`config.mk`:
```
export PLATFORM = sky130hd
export DESIGN_NAME = mem_access_unit_flat
export DESIGN_NICKNAME = d
export VERILOG_FILES = /design/src/rtl/mem_access_unit_pkg.sv /design/src/rtl/mem_access_unit_if.sv /design/src/rtl/mem_access_unit_lsu_align.sv /design/src/rtl/mem_access_unit.sv /design/src/flat_wrapper.sv
export SDC_FILE = /design/constraint.sdc
export NUM_CORES = 1
export LEC_CHECK = 0
export ABC_AREA = 1
export BUFFER_PORTS_ARGS = -buffer_cell sky130_fd_sc_hd__buf_2
export CORE_ASPECT_RATIO = 1.75
export CORE_MARGIN = 5
export CORE_UTILIZATION = 51
export CTS_CLUSTER_SIZE = 24
export DETAILED_ROUTE_END_ITERATION = 10
export HOLD_SLACK_MARGIN = 0.03
export PLACE_DENSITY = 0.81
export SYNTH_ARGS = -nofsm -noshare
export SYNTH_HDL_FRONTEND = slang
export SYNTH_HIERARCHICAL = 1
export SYNTH_SLANG_ARGS = --single-unit
```
`constraint.sdc`:
```
create_clock -name clk -period 1.95 [get_ports clk]
set_clock_uncertainty 0.1 [all_clocks]
set_input_delay 0.0975 -clock clk [delete_from_list [all_inputs] [get_ports clk]]
set_output_delay 0.0975 -clock clk [all_outputs]
set_load 0.005 [all_outputs]
```
`src/rtl/mem_access_unit_pkg.sv`:
```
// Shared constants and types for the MEM-stage load/store unit.
package mem_pkg;

  localparam int ADDR_WIDTH = 32;
  localparam int DATA_WIDTH = 32;

  localparam logic [2:0] F3_LB  = 3'b000;
  localparam logic [2:0] F3_LH  = 3'b001;
  localparam logic [2:0] F3_LW  = 3'b010;
  localparam logic [2:0] F3_LBU = 3'b100;
  localparam logic [2:0] F3_LHU = 3'b101;

  localparam logic [2:0] F3_SB = F3_LB;
  localparam logic [2:0] F3_SH = F3_LH;
  localparam logic [2:0] F3_SW = F3_LW;

  typedef enum logic [1:0] {
    IDLE = 2'd0,
    BUSY = 2'd1,
    DONE = 2'd2
  } mau_state_t;

endpackage

```
`src/rtl/mem_access_unit_if.sv`:
```
// Wishbone B4 classic bundle between the MEM-stage access unit (master) and memory (slave).
interface mem_access_unit_if #(
  parameter int ADDR_WIDTH = 32,
  parameter int DATA_WIDTH = 32
);
  logic                    wb_cyc_o;
  logic                    wb_stb_o;
  logic                    wb_we_o;
  logic [ADDR_WIDTH-1:0]   wb_adr_o;
  logic [DATA_WIDTH-1:0]   wb_dat_o;
  logic [DATA_WIDTH/8-1:0] wb_sel_o;
  logic [DATA_WIDTH-1:0]   wb_dat_i;
  logic                    wb_ack_i;

  modport master (
    output wb_cyc_o, wb_stb_o, wb_we_o, wb_adr_o, wb_dat_o, wb_sel_o,
    input  wb_dat_i, wb_ack_i
  );

  modport slave (
    input  wb_cyc_o, wb_stb_o, wb_we_o, wb_adr_o, wb_dat_o, wb_sel_o,
    output wb_dat_i, wb_ack_i
  );
endinterface

```
`src/rtl/mem_access_unit_lsu_align.sv`:
```
// Byte-lane steering: store packing, load extraction/extension and alignment check.
module lsu_align
  import mem_pkg::*;
(
  input  logic [2:0]  req_funct3_i,
  input  logic [1:0]  req_off_i,
  input  logic [31:0] wdata_i,
  output logic [3:0]  sel_o,
  output logic [31:0] dat_o,
  output logic        misaligned_o,
  input  logic [2:0]  rsp_funct3_i,
  input  logic [1:0]  rsp_off_i,
  input  logic [31:0] rdata_i,
  output logic [31:0] load_data_o
);

  logic [7:0]  loadByte;
  logic [15:0] loadHalf;

  // Unlisted funct3 encodings fall into the word case on both paths.
  always_comb begin
    sel_o        = 4'b1111;
    dat_o        = wdata_i;
    misaligned_o = 1'b0;
    case (req_funct3_i)
      F3_LB, F3_LBU: begin
        sel_o = 4'b0001 << req_off_i;
        dat_o = {4{wdata_i[7:0]}};
      end
      F3_LH, F3_LHU: begin
        sel_o        = 4'b0011 << req_off_i;
        dat_o        = {2{wdata_i[15:0]}};
        misaligned_o = req_off_i[0];
      end
      default: begin
        sel_o        = 4'b1111;
        dat_o        = wdata_i;
        misaligned_o = |req_off_i;
      end
    endcase
  end

  always_comb begin
    loadByte    = rdata_i[{rsp_off_i, 3'b000} +: 8];
    loadHalf    = rdata_i[{rsp_off_i[1], 4'b0000} +: 16];
    load_data_o = rdata_i;
    case (rsp_funct3_i)
      F3_LB:   load_data_o = {{24{loadByte[7]}}, loadByte};
      F3_LBU:  load_data_o = {24'h000000, loadByte};
      F3_LH:   load_data_o = {{16{loadHalf[15]}}, loadHalf};
      F3_LHU:  load_data_o = {16'h0000, loadHalf};
      default: load_data_o = rdata_i;
    endcase
  end

endmodule

```
`src/rtl/mem_access_unit.sv`:
```
// MEM-stage load/store engine: one outstanding Wishbone classic access, stalls the pipe until done.
module mem_access_unit
  import mem_pkg::*;
#(
  parameter int ADDR_WIDTH = 32,
  parameter int DATA_WIDTH = 32
) (
  input  logic                  clk,
  input  logic                  reset,
  input  logic                  flush,
  input  logic                  MemRead,
  input  logic                  MemWrite,
  input  logic [2:0]            funct3,
  input  logic [ADDR_WIDTH-1:0] addr_in,
  input  logic [DATA_WIDTH-1:0] wdata_in,
  output logic [DATA_WIDTH-1:0] memory_data_out,
  output logic                  mem_stall,
  output logic                  misaligned,
  mem_access_unit_if.master     wb
);

  mau_state_t state_q, state_d;

  logic [ADDR_WIDTH-3:0]   wordAddr_q;
  logic [1:0]              off_q;
  logic [DATA_WIDTH-1:0]   wdat_q;
  logic [DATA_WIDTH/8-1:0] sel_q;
  logic                    we_q;
  logic [2:0]              f3_q;
  logic                    flushed_q, flushed_d;
  logic [DATA_WIDTH-1:0]   rdata_q, rdata_d;

  logic                    accept;
  logic                    busy;
  logic                    reqMisaligned;
  logic [DATA_WIDTH/8-1:0] packSel;
  logic [DATA_WIDTH-1:0]   packDat;
  logic [DATA_WIDTH-1:0]   loadData;

  lsu_align u_align (
    .req_funct3_i (funct3),
    .req_off_i    (addr_in[1:0]),
    .wdata_i      (wdata_in),
    .sel_o        (packSel),
    .dat_o        (packDat),
    .misaligned_o (reqMisaligned),
    .rsp_funct3_i (f3_q),
    .rsp_off_i    (off_q),
    .rdata_i      (wb.wb_dat_i),
    .load_data_o  (loadData)
  );

  always_ff @(posedge clk or negedge reset) begin
    if (!reset) begin
      state_q    <= IDLE;
      wordAddr_q <= '0;
      off_q      <= '0;
      wdat_q     <= '0;
      sel_q      <= '0;
      we_q       <= 1'b0;
      f3_q       <= '0;
      flushed_q  <= 1'b0;
      rdata_q    <= '0;
    end else begin
      state_q   <= state_d;
      flushed_q <= flushed_d;
      rdata_q   <= rdata_d;
      if (accept) begin
        wordAddr_q <= addr_in[ADDR_WIDTH-1:2];
        off_q      <= addr_in[1:0];
        wdat_q     <= packDat;
        sel_q      <= packSel;
        we_q       <= MemWrite;
        f3_q       <= funct3;
      end
    end
  end

  // reset gates the IDLE request decode so every output reads 0 while reset is held.
  always_comb begin
    state_d    = state_q;
    flushed_d  = flushed_q;
    rdata_d    = rdata_q;
    accept     = 1'b0;
    mem_stall  = 1'b0;
    misaligned = 1'b0;
    case (state_q)
      IDLE: begin
        if (reset && (MemRead || MemWrite) && !flush) begin
          if (reqMisaligned) begin
            misaligned = 1'b1;
          end else begin
            accept    = 1'b1;
            mem_stall = 1'b1;
            flushed_d = 1'b0;
            state_d   = BUSY;
          end
        end
      end
      BUSY: begin
        mem_stall = 1'b1;
        if (flush) begin
          flushed_d = 1'b1;
        end
        if (wb.wb_ack_i) begin
          flushed_d = 1'b0;
          if (flush || flushed_q) begin
            state_d = IDLE;
          end else begin
            state_d = DONE;
            rdata_d = we_q ? '0 : loadData;
          end
        end
      end
      DONE: begin
        state_d = IDLE;
      end
      default: begin
        state_d = IDLE;
      end
    endcase
  end

  assign busy            = (state_q == BUSY);
  assign wb.wb_cyc_o     = busy;
  assign wb.wb_stb_o     = busy;
  assign wb.wb_we_o      = busy & we_q;
  assign wb.wb_adr_o     = busy ? {wordAddr_q, 2'b00} : '0;
  assign wb.wb_dat_o     = busy ? wdat_q : '0;
  assign wb.wb_sel_o     = busy ? sel_q : '0;
  assign memory_data_out = rdata_q;

endmodule
```
`src/flat_wrapper.sv`:
```
// flat-port wrapper written by rule: the top's interface ports become plain ports
module mem_access_unit_flat import mem_pkg::*;
#(
  parameter int ADDR_WIDTH = 32,
  parameter int DATA_WIDTH = 32
)
  (clk, reset, flush, MemRead, MemWrite, funct3, addr_in, wdata_in, memory_data_out, mem_stall, misaligned, wb_wb_cyc_o, wb_wb_stb_o, wb_wb_we_o, wb_wb_adr_o, wb_wb_dat_o, wb_wb_sel_o, wb_wb_dat_i, wb_wb_ack_i);
  mem_access_unit_if #(.ADDR_WIDTH(ADDR_WIDTH), .DATA_WIDTH(DATA_WIDTH)) wb_i ();
  input  logic clk;
  input  logic reset;
  input  logic flush;
  input  logic MemRead;
  input  logic MemWrite;
  input  logic [2:0] funct3;
  input  logic [ADDR_WIDTH-1:0] addr_in;
  input  logic [DATA_WIDTH-1:0] wdata_in;
  output logic [DATA_WIDTH-1:0] memory_data_out;
  output logic mem_stall;
  output logic misaligned;
  output wire logic [$bits(wb_i.wb_cyc_o)-1:0] wb_wb_cyc_o;
  output wire logic [$bits(wb_i.wb_stb_o)-1:0] wb_wb_stb_o;
  output wire logic [$bits(wb_i.wb_we_o)-1:0] wb_wb_we_o;
  output wire logic [$bits(wb_i.wb_adr_o)-1:0] wb_wb_adr_o;
  output wire logic [$bits(wb_i.wb_dat_o)-1:0] wb_wb_dat_o;
  output wire logic [$bits(wb_i.wb_sel_o)-1:0] wb_wb_sel_o;
  input wire logic [$bits(wb_i.wb_dat_i)-1:0] wb_wb_dat_i;
  input wire logic [$bits(wb_i.wb_ack_i)-1:0] wb_wb_ack_i;
  assign wb_wb_cyc_o = wb_i.wb_cyc_o;
  assign wb_wb_stb_o = wb_i.wb_stb_o;
  assign wb_wb_we_o = wb_i.wb_we_o;
  assign wb_wb_adr_o = wb_i.wb_adr_o;
  assign wb_wb_dat_o = wb_i.wb_dat_o;
  assign wb_wb_sel_o = wb_i.wb_sel_o;
  assign wb_i.wb_dat_i = wb_wb_dat_i;
  assign wb_i.wb_ack_i = wb_wb_ack_i;
  mem_access_unit #(.ADDR_WIDTH(ADDR_WIDTH), .DATA_WIDTH(DATA_WIDTH)) u_core (.clk(clk), .reset(reset), .flush(flush), .MemRead(MemRead), .MemWrite(MemWrite), .funct3(funct3), .addr_in(addr_in), .wdata_in(wdata_in), .memory_data_out(memory_data_out), .mem_stall(mem_stall), .misaligned(misaligned), .wb(wb_i));
endmodule
```
Yosys cells after proc, flatten, opt, wreduce, memory -nomap -nowiden
Index checks and enable logic that the tools add are counted.
- equality and inequality tests: 11
- shifts and indexed selects: 4
- mux-type cells: 25
- bitwise operators: 2
- reduce and logical (&&, ||, !) cells: 15
- operator list (kind ; number):
    case mux 32 bit (4 select lines) ; 1
    two-way mux 32 bit ; 3
    case mux 32 bit (2 select lines) ; 1
    indexed part select 32 x 6 -> 16 bit ; 1
    indexed part select 32 x 6 -> 8 bit ; 1
    == test 3 bit (second input constant) ; 4
    two-way mux 1 bit ; 10
    two-way mux 2 bit ; 4
    case mux 4 bit (2 select lines) ; 1
    == test 3 x 1 -> 1 bit (second input constant) ; 2
    logical NOT 3 bit ; 2
    case mux 1 bit (2 select lines) ; 3
    AND reduction 3 bit ; 2
    OR reduction 2 bit ; 3
    two-way mux 4 bit ; 1
    != test 2 bit (second input constant) ; 2
    case mux 2 bit (2 select lines) ; 1
    AND reduction 4 bit ; 1
    left shift 1 x 2 -> 4 bit (first input constant) ; 1
    left shift 2 x 2 -> 4 bit (first input constant) ; 1
    != test 3 bit (second input constant) ; 1
    == test 2 x 1 -> 1 bit (second input constant) ; 1
    logical AND 1 bit ; 2
    logical NOT 2 bit ; 1
    other kinds (6) ; 7
- register bits: 107
- bits of input ports: 105
- output and inout bits: 105

Longest topological paths before layout
Gate-level depths: netlist of run 1.
- depth after elaboration: 6
- gate-level depth with buffers: 12
- depth with buffers taken out: 8

By module
Netlist of run 1, hierarchy kept.
- by module, submodules not included (module ; times used ; cells each ; area an instance (µm²)):
    mem_access_unit ; 1 ; 625 ; 4981.0
    lsu_align ; 1 ; 265 ; 1192.4

Worst setup path after synthesis of run 1
OpenSTA, ideal clock, no wires.
- path type: in2reg
- start point: input funct3[1]
- end point: register u_core.off_q[0]
- data arrival time: 1.346 ns
- data required time: 1.785 ns
- slack: 0.439 ns
- stages on the path: 11
- path buffers: 3
- cells stage by stage: clkbuf_1 > clkbuf_1 > a21oi_1 > nor2_1 > inv_1 > nand3_2 > inv_2 > nand2_1 > clkbuf_1 > nand2_1 > nand2_1
- cells in the longest elaborated chain, start to end: 6
- ends and longest elaborated chain (element ; RTL line ; RTL):
    start: declaration ; flat_wrapper.sv:14 ; input logic [2:0] funct3;
    == test 3 x 1 -> 1 bit, or another cell as far along ; mem_access_unit_lsu_align.sv:25 ; case (req_funct3_i)
    OR reduction 2 bit ; mem_access_unit_lsu_align.sv:25 ;
    case mux 1 bit (2 select lines) (*) ; mem_access_unit_lsu_align.sv:25 ;
    named net u_core.reqMisaligned ; mem_access_unit.sv:35 ; logic reqMisaligned;
    two-way mux 1 bit (*) ; mem_access_unit.sv:90 ; if (reqMisaligned) begin
    two-way mux 1 bit (*) ; mem_access_unit.sv:89 ; if (reset && (MemRead || MemWrite) && !flush) begin
    two-way mux 1 bit (*) ; mem_access_unit.sv:87 ; case (state_q)
    end signal: assignment ; mem_access_unit.sv:70 ; off_q <= addr_in[1:0];
    end: declaration ; mem_access_unit.sv:25 ; logic [1:0] off_q;
Mark *: on every way through the listed nets, which the timed path passes. The rest lies on a longest branch.
A chain may end at the register's enable or synchronous reset.

Worst setup path after layout of run 1
- start point: register u_core.state_q[1]
- end point: output wb_wb_adr_o[22]
- cells in the longest elaborated chain, start to end: 2
- ends and longest elaborated chain (element ; RTL line ; RTL):
    start: declaration ; mem_access_unit.sv:22 ; mau_state_t state_q, state_d;
    start signal: assignment ; mem_access_unit.sv:65 ; state_q <= state_d;
    == test 2 x 1 -> 1 bit ; mem_access_unit.sv:124 ; assign busy = (state_q == BUSY);
    two-way mux 32 bit ; mem_access_unit.sv:128 ; assign wb.wb_adr_o = busy ? {wordAddr_q, 2'b00} : '0;
    end: declaration ; flat_wrapper.sv:23 ; output wire logic [$bits(wb_i.wb_adr_o)-1:0] wb_wb_adr_o;
Every way passes these cells.

==> run_results.csv, run 1 <==
group,metric,value,unit
status,status,"finished, final reports clean",
grt,grt_usage,28.3,%
synth,synth_warnings,6,
route,wl,20400,um
placement,port_buffers,207,
synth,synthTopCellsByCount,"nand2_1, nand3_1, dfrtp_1, inv_1, nor2_1",
power_and_ir_drop,combPwrFrac,36.1,%
critical_path,arrival,1.63,ns
route,final_antenna_net_count,0,
route,drc,0,
cells_and_area,seqCellArea,2680,um2
route,dr.pass1.iters,6,
synth,synth_seq_cells,107,
die,start_util,51.7,%
route,drtIter0Drc,419,
clock_tree,clockBufferDepth,2,
power_and_ir_drop,p_leak,4.75,nW
clock_tree,path_clk_slew,0.07,ns
die,io_pins,210,
synth,synth_ff_type,"dfrtp_1",
die,die_h,156,um
cells_and_area,fin_nets,1230,
power_and_ir_drop,p_per_area,986,nW/um2
cells_and_area,fill_cells,1028,
timing,fin_setup_tns,0,ns
cells_and_area,final_area,8110,um2
critical_path,ff2ff_setup_slack,0.34,ns
synth,ys_seq_area_share,43.4,%
route,viasPerCell,5.25,
critical_path,criticalPathCategory,"register to output port",
timing,rsz0062_at_grt,"no",
run,drv_cap,0,
grt,grt_pass1_vias,6594,
grt,grt_max_degree,108,
clock_tree,cts-root-buf,"clkbuf_16",
power_and_ir_drop,p_switching,0.00296,W
critical_path,cp_max_fo,22,
power_and_ir_drop,pwr-share-clk,22.4,%
synth,yosys.area.top_type,"dfrtp_1",
die,core,11900,um2
timing,hold_violations,0,
timing,final_max_slew_viol_count,0,
critical_path,startpoint_type,"register",
power_and_ir_drop,p_int,0.00503,W
route,num_vias,6652,
grt,grt-ovfl-total,0,
route,post_drt_wl_per_cell,16.1,um
timing,slew_headroom,59.4,%
placement,place_area,7200,um2
placement,routabilityCongestion,0.982,
power_and_ir_drop,power_frac_seq,41.5,%
critical_path,worstPathRequired,1.75,ns
die,num_rows,53,
synth,syn_inst,890,
cells_and_area,drive_above_1_share,25.2,%
timing,tightest_slew,0.608,ns
synth,synth_edf_count,0,
power_and_ir_drop,p_sw_share,37.1,%
critical_path,worstReg2RegStart,"u_core/off_q[1]",
placement,place.detailed.hpwl,13600,um
timing,setup_viol,0,
power_and_ir_drop,p_total,0.00799,W
worst_hold_path,hold_start,"addr_in[1]",
grt,antenna_found_initial,1,
cells_and_area,multiInputGateArea,2710,um2
synth,avgSynthCellArea,6.94,um2
cells_and_area,syn_to_final_growth,31.3,%
clock_tree,numCtsBuffers,9,
timing,period_share,94.0,%
clock_tree,cts_max_level,3,
synth,synthesis.area,6170,um2
clock_tree,postCtsSetupBuffers,0,
critical_path,startpoint,"u_core/state_q[1]",
synth,async_flop_share,100,%
critical_path,cp-end-kind,"output port",
synth,synth_top_area_share,43.4,%
clock_tree,clock_latency,0.35,ns
die,die_area,14500,um2
clock_tree,clkSinkCount,107,
synth,synthTopCellsByArea,"dfrtp_1, nand2_1, nand3_1",
worst_hold_path,hold_class,"input port to register",
clock_tree,tritoncts,"built",
power_and_ir_drop,ir_drop,523,uV
grt,grt_pass1_wl,32400,um
timing,min_period,1.83,ns
timing,fmaxAchievable,546,MHz
die,die_x,93.2,um
synth,post-synth-top-count-cell,"nand2_1",
synth,ys_types,26,
[repair_timing]
item | 4_1_cts | 5_1_grt
endpoints found under the setup margin | 0 | 2
endpoints found under the hold margin | 165 | 0
resized for setup | 0 | 2
hold buffers | 61 | 0
[per-stage QoR]
| stage | util, % | worst slack (ns) | hold WS, ns | cells |
|---|---|---|---|---|
| 3_5_place_dp | 60.3 | 0.213 | 0.137 | 1190 |
| 2_1_floorplan | - | 0.439 | -0.298 | 891 |
| 6_report | 67.9 | 0.118 | 0.0465 | 1267 |
| 3_3_place_gp | 60.3 | 0.288 | 0.135 | 1190 |
| 5_1_grt | 67.9 | 0.0193 | 0.0606 | 1267 |
| 4_1_cts | 67.8 | 0.0697 | 0.0324 | 1266 |
[metal layers]
layer | global-route usage, % | vias up | part of all wire, %
li1 | - | 3194 | -
met1 | 31.3 | 3030 | 35
met2 | 49.5 | 343 | 51
met3 | 4.78 | 85 | 7.0
met4 | 18.5 | 0 | 6.8
met5 | 0 | - | 0
[final timing paths]
path,cells after the start,to
max,5,wb_wb_adr_o[22]
min,4,u_core/sel_q[0]
max reg2reg,7,u_core/memory_data_out[31]
min reg2reg,2,u_core/wdat_q[2]
max in group asynchronous,3,u_core/memory_data_out[21]
min in group asynchronous,3,u_core/memory_data_out[27]
[registers in the layout, indices dropped and copies added, names as in the netlist]
register and count:
u_core/off_q 2, u_core/wordAddr_q 30, u_core/f3_q 3, u_core/we_q 1, u_core/wdat_q 32, u_core/memory_data_out 32
u_core/sel_q 4, u_core/state_q 2, u_core/flushed_q 1
[cell families after synthesis]
| logic type | share of synthesized area [%] |
|---|---|
| simple gates | 37.8 |
| buf+inv | 13.1 |
| compound gates | 5.67 |
| other cells | 0.0607 |
| flops | 43.4 |
[cell usage in the layout, fill, tap and decap left out, drive strengths merged]
cell	Yosys	final
nor3	2	2
nor4	1	1
dfrtp	107	107
dlygate4sd3	0	61
diode	0	1
a31oi	2	2
inv	98	100
clkinv	0	3
and2	2	2
a21oi	3	3
conb	1	2
buf	49	229
nand2	346	346
nand3	121	121
o21ai	45	45
or2	6	6
clkbuf	18	10
nor2	79	79
o211ai	3	3
nand4	7	7
[worst max-delay path: stages (launching register included)]
cell and delay [ns]:
dfrtp_1 0.45, inv_2 0.09, nand2_2 0.15, buf_4 0.26
nor2_1 0.18, buf_2 0.15
[power by group through the flow]
stage	Combinational (W)	Clock [W]	Sequential, W
after detailed placement	0.00276	0	0.00334
after global placement	0.00270	0	0.00332
after floorplan	0.00175	0	0.00329
after global routing	0.00326	0.00191	0.00340
final	0.00289	0.00179	0.00331
after CTS	0.00286	0.00185	0.00330
[final cells by class]
| class | instances | area share (%) |
|---|---|---|
| flip-flops and latches | 107 | 33.0 |
| diodes | 1 | 0.0309 |
| multi-input cells | 619 | 33.4 |
| inverters | 98 | 4.54 |
| repair buffers | 290 | 23.4 |
| clock inverters | 5 | 0.571 |
| clock buffers | 10 | 2.95 |
| well taps | 137 | 2.11 |
(Power assumes the default switching activity.)
==> run 2, diff against run 1 <==
--- a/config.mk
+++ b/config.mk
@@ -9,12 +9,11 @@
 export BUFFER_PORTS_ARGS = -buffer_cell sky130_fd_sc_hd__buf_2
 export CORE_ASPECT_RATIO = 1.75
 export CORE_MARGIN = 5
-export CORE_UTILIZATION = 51
+export CORE_UTILIZATION = 50
 export CTS_CLUSTER_SIZE = 24
 export DETAILED_ROUTE_END_ITERATION = 10
 export HOLD_SLACK_MARGIN = 0.03
 export PLACE_DENSITY = 0.81
 export SYNTH_ARGS = -nofsm -noshare
 export SYNTH_HDL_FRONTEND = slang
-export SYNTH_HIERARCHICAL = 1
 export SYNTH_SLANG_ARGS = --single-unit
==> run_results.csv, run 2 <==
group,metric,value,unit
synth,syn_inst,789,
die,die_h,150,um
cells_and_area,fin_nets,1177,
critical_path,worstPathRequired,1.75,ns
timing,hold_ws,0.0417,ns
cells_and_area,syn_to_final_growth,42.4,%
synth,yosys.area.top_type,"dfrtp_1",
synth,synthesis.area,5620,um2
cells_and_area,drive_above_1_share,24.6,%
power_and_ir_drop,p_sw_share,35.5,%
critical_path,criticalPathCategory,"input port to output port",
worst_hold_path,hold_class,"input port to register",
power_and_ir_drop,power_frac_seq,43.1,%
synth,synthTopCellsByArea,"dfrtp_1, nand2_1, nor2_1",
timing,fin_setup_tns,0,ns
cells_and_area,post-route-util,72.0,%
route,post_drt_wl_per_cell,15.2,um
timing,period_share,95.4,%
clock_tree,cts-root-buf,"clkbuf_16",
power_and_ir_drop,combPwrFrac,34.3,%
critical_path,arrival,1.66,ns
power_and_ir_drop,p_int,0.00494,W
synth,async_flop_share,100,%
grt,grt_usage,26.5,%
synth,post-synth-top-count-cell,"nand2_1",
timing,slew_headroom,62.1,%
worst_hold_path,min_path_cells,5,
synth,ys_seq_area_share,47.7,%
die,io_pins,210,
route,final_antenna_net_count,0,
timing,rsz0062_at_grt,"yes",
clock_tree,cts_max_level,3,
die,die_area,13500,um2
power_and_ir_drop,p_total,0.00767,W
route,dr.pass1.iters,5,
route,wl,18400,um
critical_path,ff2ff_path_depth,6,
critical_path,cp-end-kind,"output port",
timing,setup_viol,0,
clock_tree,clockBufferDepth,2,
synth,synth_warnings,0,
synth,avgSynthCellArea,7.12,um2
grt,grt_max_degree,108,
power_and_ir_drop,ir_drop,681,uV
status,status,"finished, final reports clean",
timing,fmaxAchievable,537,MHz
clock_tree,tritoncts,"built",
grt,grt_pass1_vias,6070,
placement,post-place-ws,0.308,ns
placement,place.detailed.hpwl,11700,um
die,core,11100,um2
timing,min_period,1.86,ns
clock_tree,clkSinkCount,107,
timing,hold_violations,0,
route,drc,0,
route,viasPerCell,5.06,
power_and_ir_drop,p_leak,4.55,nW
cells_and_area,final_cell_mix,"nand2_1, buf_2, nor2_1",
placement,port_buffers,207,
die,die_x,90.1,um
die,num_rows,51,
grt,grt-ovfl-total,0,
power_and_ir_drop,p_switching,0.00272,W
die,start_util,50.6,%
synth,synth_edf_count,0,
power_and_ir_drop,p_per_area,959,nW/um2
clock_tree,numCtsBuffers,9,
grt,antenna_found_initial,2,
power_and_ir_drop,pwr-share-clk,22.6,%
synth,synthTopCellsByCount,"nand2_1, nor2_1, dfrtp_1, inv_1, o21ai_1",
run,drv_cap,0,
synth,synth_top_area_share,47.7,%
route,num_vias,6133,
cells_and_area,final_common_cell,"nand2_1",
timing,final_max_slew_viol_count,0,
critical_path,cp_max_fo,14,
synth,synth_ff_type,"dfrtp_1",
critical_path,startpoint_type,"input port",
placement,routabilityCongestion,0.946,
grt,grt_pass1_wl,29200,um
synth,ys_types,28,
timing,postLayoutSetupSlackWorst,0.0890,ns
route,drtIter0Drc,291,
clock_tree,clock_latency,0.34,ns
clock_tree,path_clk_slew,0.07,ns
synth,synth_seq_cells,107,
timing,tightest_slew,0.568,ns
## run 2: changes by cell type after synthesis, sizes merged, moves of 3 or more
cell	before	now
o21ai	45	89
a21boi	0	8
clkbuf	18	15
nand3	121	25
nand4	7	2
buf	49	26
nor2	79	134
mux2i	0	8
nand2	346	256
a21oi	3	12
## run 2: path summary, 6_finish.rpt
check                                        endpoint         startpoint  slack, ns
max                                         mem_stall              flush       0.09
min                        u_core.memory_data_out[31]    wb_wb_dat_i[31]       0.04
max reg2reg                           u_core.sel_q[0]  u_core.state_q[0]       0.33
min reg2reg                          u_core.flushed_q   u_core.flushed_q       0.38
max in group asynchronous           u_core.state_q[1]              reset       0.97
min in group asynchronous        u_core.wordAddr_q[9]              reset       0.33
## run 2: final cells by class
class,count,area (um2)
diodes,3,7.51
clock buffers,10,229
clock inverters,6,50.0
flip-flops and latches,107,2680
inverters,98,368
fillers,851,3100
well taps,132,165
repair buffers,312,2120
multi-input cells,544,2380
## run 2: cell families after synthesis
logic type | count (synthesis) | share of synthesized area, %
buffers and inverters | 139 | 10.5
other | 1 | 0.0667
multiplexers | 8 | 1.43
AND/OR/NAND/NOR | 424 | 30.1
flip-flops | 107 | 47.7
AO/OA/AOI/OAI | 110 | 10.3
## run 2: per-layer routing
layer	up-vias	global-route usage, %	share of wire [%]
li1	2974	-	-
met1	2812	29.8	37
met2	267	45.5	51
met3	80	4.85	6.0
met4	0	17.7	6.0
met5	-	0	0
## run 2: critical path, cell delays in order
cell,delay [ns]
dlygate4sd3_1,0.54
buf_2,0.14
nor2_2,0.12
o211ai_1,0.18
inv_1,0.14
nand2_4,0.10
buf_12,0.17
nand2_1,0.06
buf_2,0.12
## run 2: repair_timing
| action | CTS | global route |
|---|---|---|
| hold buffers | 88 | 0 |
| resized for setup | 0 | 6 |
| endpoints found under the setup margin | 0 | 5 |
| endpoints found under the hold margin | 198 | 0 |
| setup buffers | 0 | 1 |
## run 2: power groups by stage
stage	Clock [W]	Sequential (W)	Combinational (W)
after floorplan	0	0.00329	0.00146
after global placement	0	0.00331	0.00239
after detailed placement	0	0.00332	0.00243
after CTS	0.00177	0.00329	0.00258
after global routing	0.00185	0.00339	0.00297
final	0.00173	0.00331	0.00263
## run 2: metrics by stage
step | instance area (um2) | std cells
floorplan | 5620 | 790
global placement | 6750 | 1102
detailed placement | 6750 | 1102
CTS | 7910 | 1206
global route | 8000 | 1211
finish | 8000 | 1212
==> run 3, diff against run 2 <==
--- a/config.mk
+++ b/config.mk
@@ -7,13 +7,15 @@
 export LEC_CHECK = 0
 export ABC_AREA = 1
 export BUFFER_PORTS_ARGS = -buffer_cell sky130_fd_sc_hd__buf_2
+export CELL_PAD_IN_SITES_DETAIL_PLACEMENT = 1
+export CELL_PAD_IN_SITES_GLOBAL_PLACEMENT = 1
 export CORE_ASPECT_RATIO = 1.75
 export CORE_MARGIN = 5
-export CORE_UTILIZATION = 50
+export CORE_UTILIZATION = 34
 export CTS_CLUSTER_SIZE = 24
 export DETAILED_ROUTE_END_ITERATION = 10
 export HOLD_SLACK_MARGIN = 0.03
-export PLACE_DENSITY = 0.81
+export PLACE_DENSITY_LB_ADDON = 0.1
 export SYNTH_ARGS = -nofsm -noshare
 export SYNTH_HDL_FRONTEND = slang
 export SYNTH_SLANG_ARGS = --single-unit
==> run_results.csv, run 3 (synthesis gave the netlist of run 2 again) <==
group,metric,value,unit
placement,place.detailed.hpwl,14400,um
die,start_util,34.3,%
critical_path,startpoint_type,"input port",
critical_path,cp-end-kind,"register",
die,die_area,19300,um2
die,io_pins,210,
timing,final_max_slew_viol_count,0,
route,post_drt_wl_per_cell,15.4,um
cells_and_area,final_cell_mix,"nand2_1, buf_2, nor2_1",
cells_and_area,fill_cells,2122,
critical_path,criticalPathCategory,"input port to register",
critical_path,crit_chain,"dlygate4sd3_1, clkbuf_4, nor2_4, buf_4, nand2_1, nand2_1, a21oi_1, dlygate4sd3_1, o21ai_1",
die,die_h,180,um
timing,slew_headroom,58.0,%
cells_and_area,drive_above_1_share,24.7,%
worst_hold_path,hold_class,"input port to register",
clock_tree,postCtsSetupBuffers,0,
clock_tree,clock_latency,0.34,ns
grt,grt_usage,20.9,%
route,num_vias,6013,
timing,min_period,1.88,ns
clock_tree,cts-root-buf,"clkbuf_16",
critical_path,worstPathRequired,2.12,ns
critical_path,startpoint,"funct3[1]",
power_and_ir_drop,p_leak,4.53,nW
die,num_rows,62,
route,dr.pass1.iters,4,
cells_and_area,multiInputGateArea,2370,um2
die,core,16400,um2
route,final_antenna_net_count,0,
grt,grt_pass1_vias,6588,
timing,period_share,96.6,%
timing,fmaxAchievable,531,MHz
clock_tree,cts_max_level,3,
power_and_ir_drop,p_total,0.00770,W
critical_path,crit_slowest_cell,"dlygate4sd3_1",
grt,grt_max_degree,108,
clock_tree,path_clk_slew,0.08,ns
placement,port_buffers,207,
die,die_x,107,um
clock_tree,numCtsBuffers,9,
clock_tree,clkSinkCount,107,
placement,dp.cells,1198,
timing,fin_setup_tns,0,ns
power_and_ir_drop,ir_drop,425,uV
status,status,"finished, final reports clean",
route,drc,0,
cells_and_area,syn_to_final_growth,43.6,%
timing,tightest_slew,0.629,ns
cells_and_area,fin_nets,1176,
route,drtIter0Drc,130,
cells_and_area,seqCellArea,2680,um2
cells_and_area,final_common_cell,"nand2_1",
worst_hold_path,hold_start,"wb_wb_dat_i[26]",
timing,hold_violations,0,
timing,setup_viol,0,
grt,grt-ovfl-total,0,
grt,antenna_found_initial,1,
timing,rsz0062_at_grt,"no",
clock_tree,tritoncts,"built",
run,drv_cap,0,
clock_tree,clockBufferDepth,2,
route,viasPerCell,4.63,
critical_path,critPathMaxStageDelay,0.56,ns
route,wl,20000,um
critical_path,cp_max_fo,6,
power_and_ir_drop,p_per_area,955,nW/um2
critical_path,arrival,2.06,ns
grt,grt_pass1_wl,32500,um
placement,routabilityCongestion,0.848,
critical_path,worstReg2RegStart,"u_core.state_q[1]",
cells_and_area,fin_cells,1300,
-- run 3: repair_timing --
item	in CTS	in global routing
resized for setup	0	5
hold endpoints to repair	195	0
hold buffers	86	0
endpoints found under the setup margin	0	5
-- run 3: stage by stage --
step / worst slack (ns) / util (%) / hold WS, ns / cell area (um2)
global placement: 0.311 / 42.2 / 0.153 / 6910
finish: 0.0657 / 49.3 / 0.0356 / 8070
CTS: 0.0813 / 49.2 / 0.0350 / 8050
floorplan: 0.536 / - / -0.298 / 5620
detailed placement: 0.300 / 42.2 / 0.148 / 6910
global route: 0.000558 / 49.3 / 0.0609 / 8070
-- run 3: routing by layer --
metal | GRT usage (%) | routed length, um | up-vias
met5 | 0 | 0 | -
met4 | 7.01 | 535 | 0
met3 | 4.02 | 965 | 28
met2 | 39.9 | 11000 | 156
met1 | 22.2 | 7500 | 2865
li1 | - | - | 2964
-- run 3: power breakdown --
group | leakage [nW] | internal, W | total, W | switching (W)
logic | 3.04 | 0.00113 | 0.00266 | 0.00154
clock network | 0.138 | 0.000880 | 0.00175 | 0.000873
registers | 1.36 | 0.00293 | 0.00329 | 0.000353
total | 4.53 | 0.00494 | 0.00770 | 0.00276
-- run 3: cell type report --
class,count,share of cell area [%]
inverter,98,4.56
antenna,1,0.0310
multi-input combinational,544,29.4
timing repair buffer,311,25.9
sequential,107,33.2
clock buffer,9,2.79
tap,224,3.47
clock inverter,6,0.636
-- run 3: worst max-delay path, delay by kind of cell --
kind / cells / cell delay [ns]
buffers and inverters: 4 / 1.48
and+or+nand+nor: 3 / 0.31
AOI/OAI and AO/OA: 2 / 0.17
-- run 3: final timing paths --
| kind | depth (start not counted) | slack (ns) | to |
|---|---|---|---|
| max reg2reg | 7 | 0.30 | u_core.wdat_q[18] |
| max | 9 | 0.07 | u_core.wdat_q[27] |
| min reg2reg | 2 | 0.37 | u_core.memory_data_out[6] |
| max in group asynchronous | 3 | 0.99 | u_core.f3_q[1] |
| min | 5 | 0.04 | u_core.memory_data_out[26] |
| min in group asynchronous | 3 | 0.26 | u_core.wordAddr_q[6] |
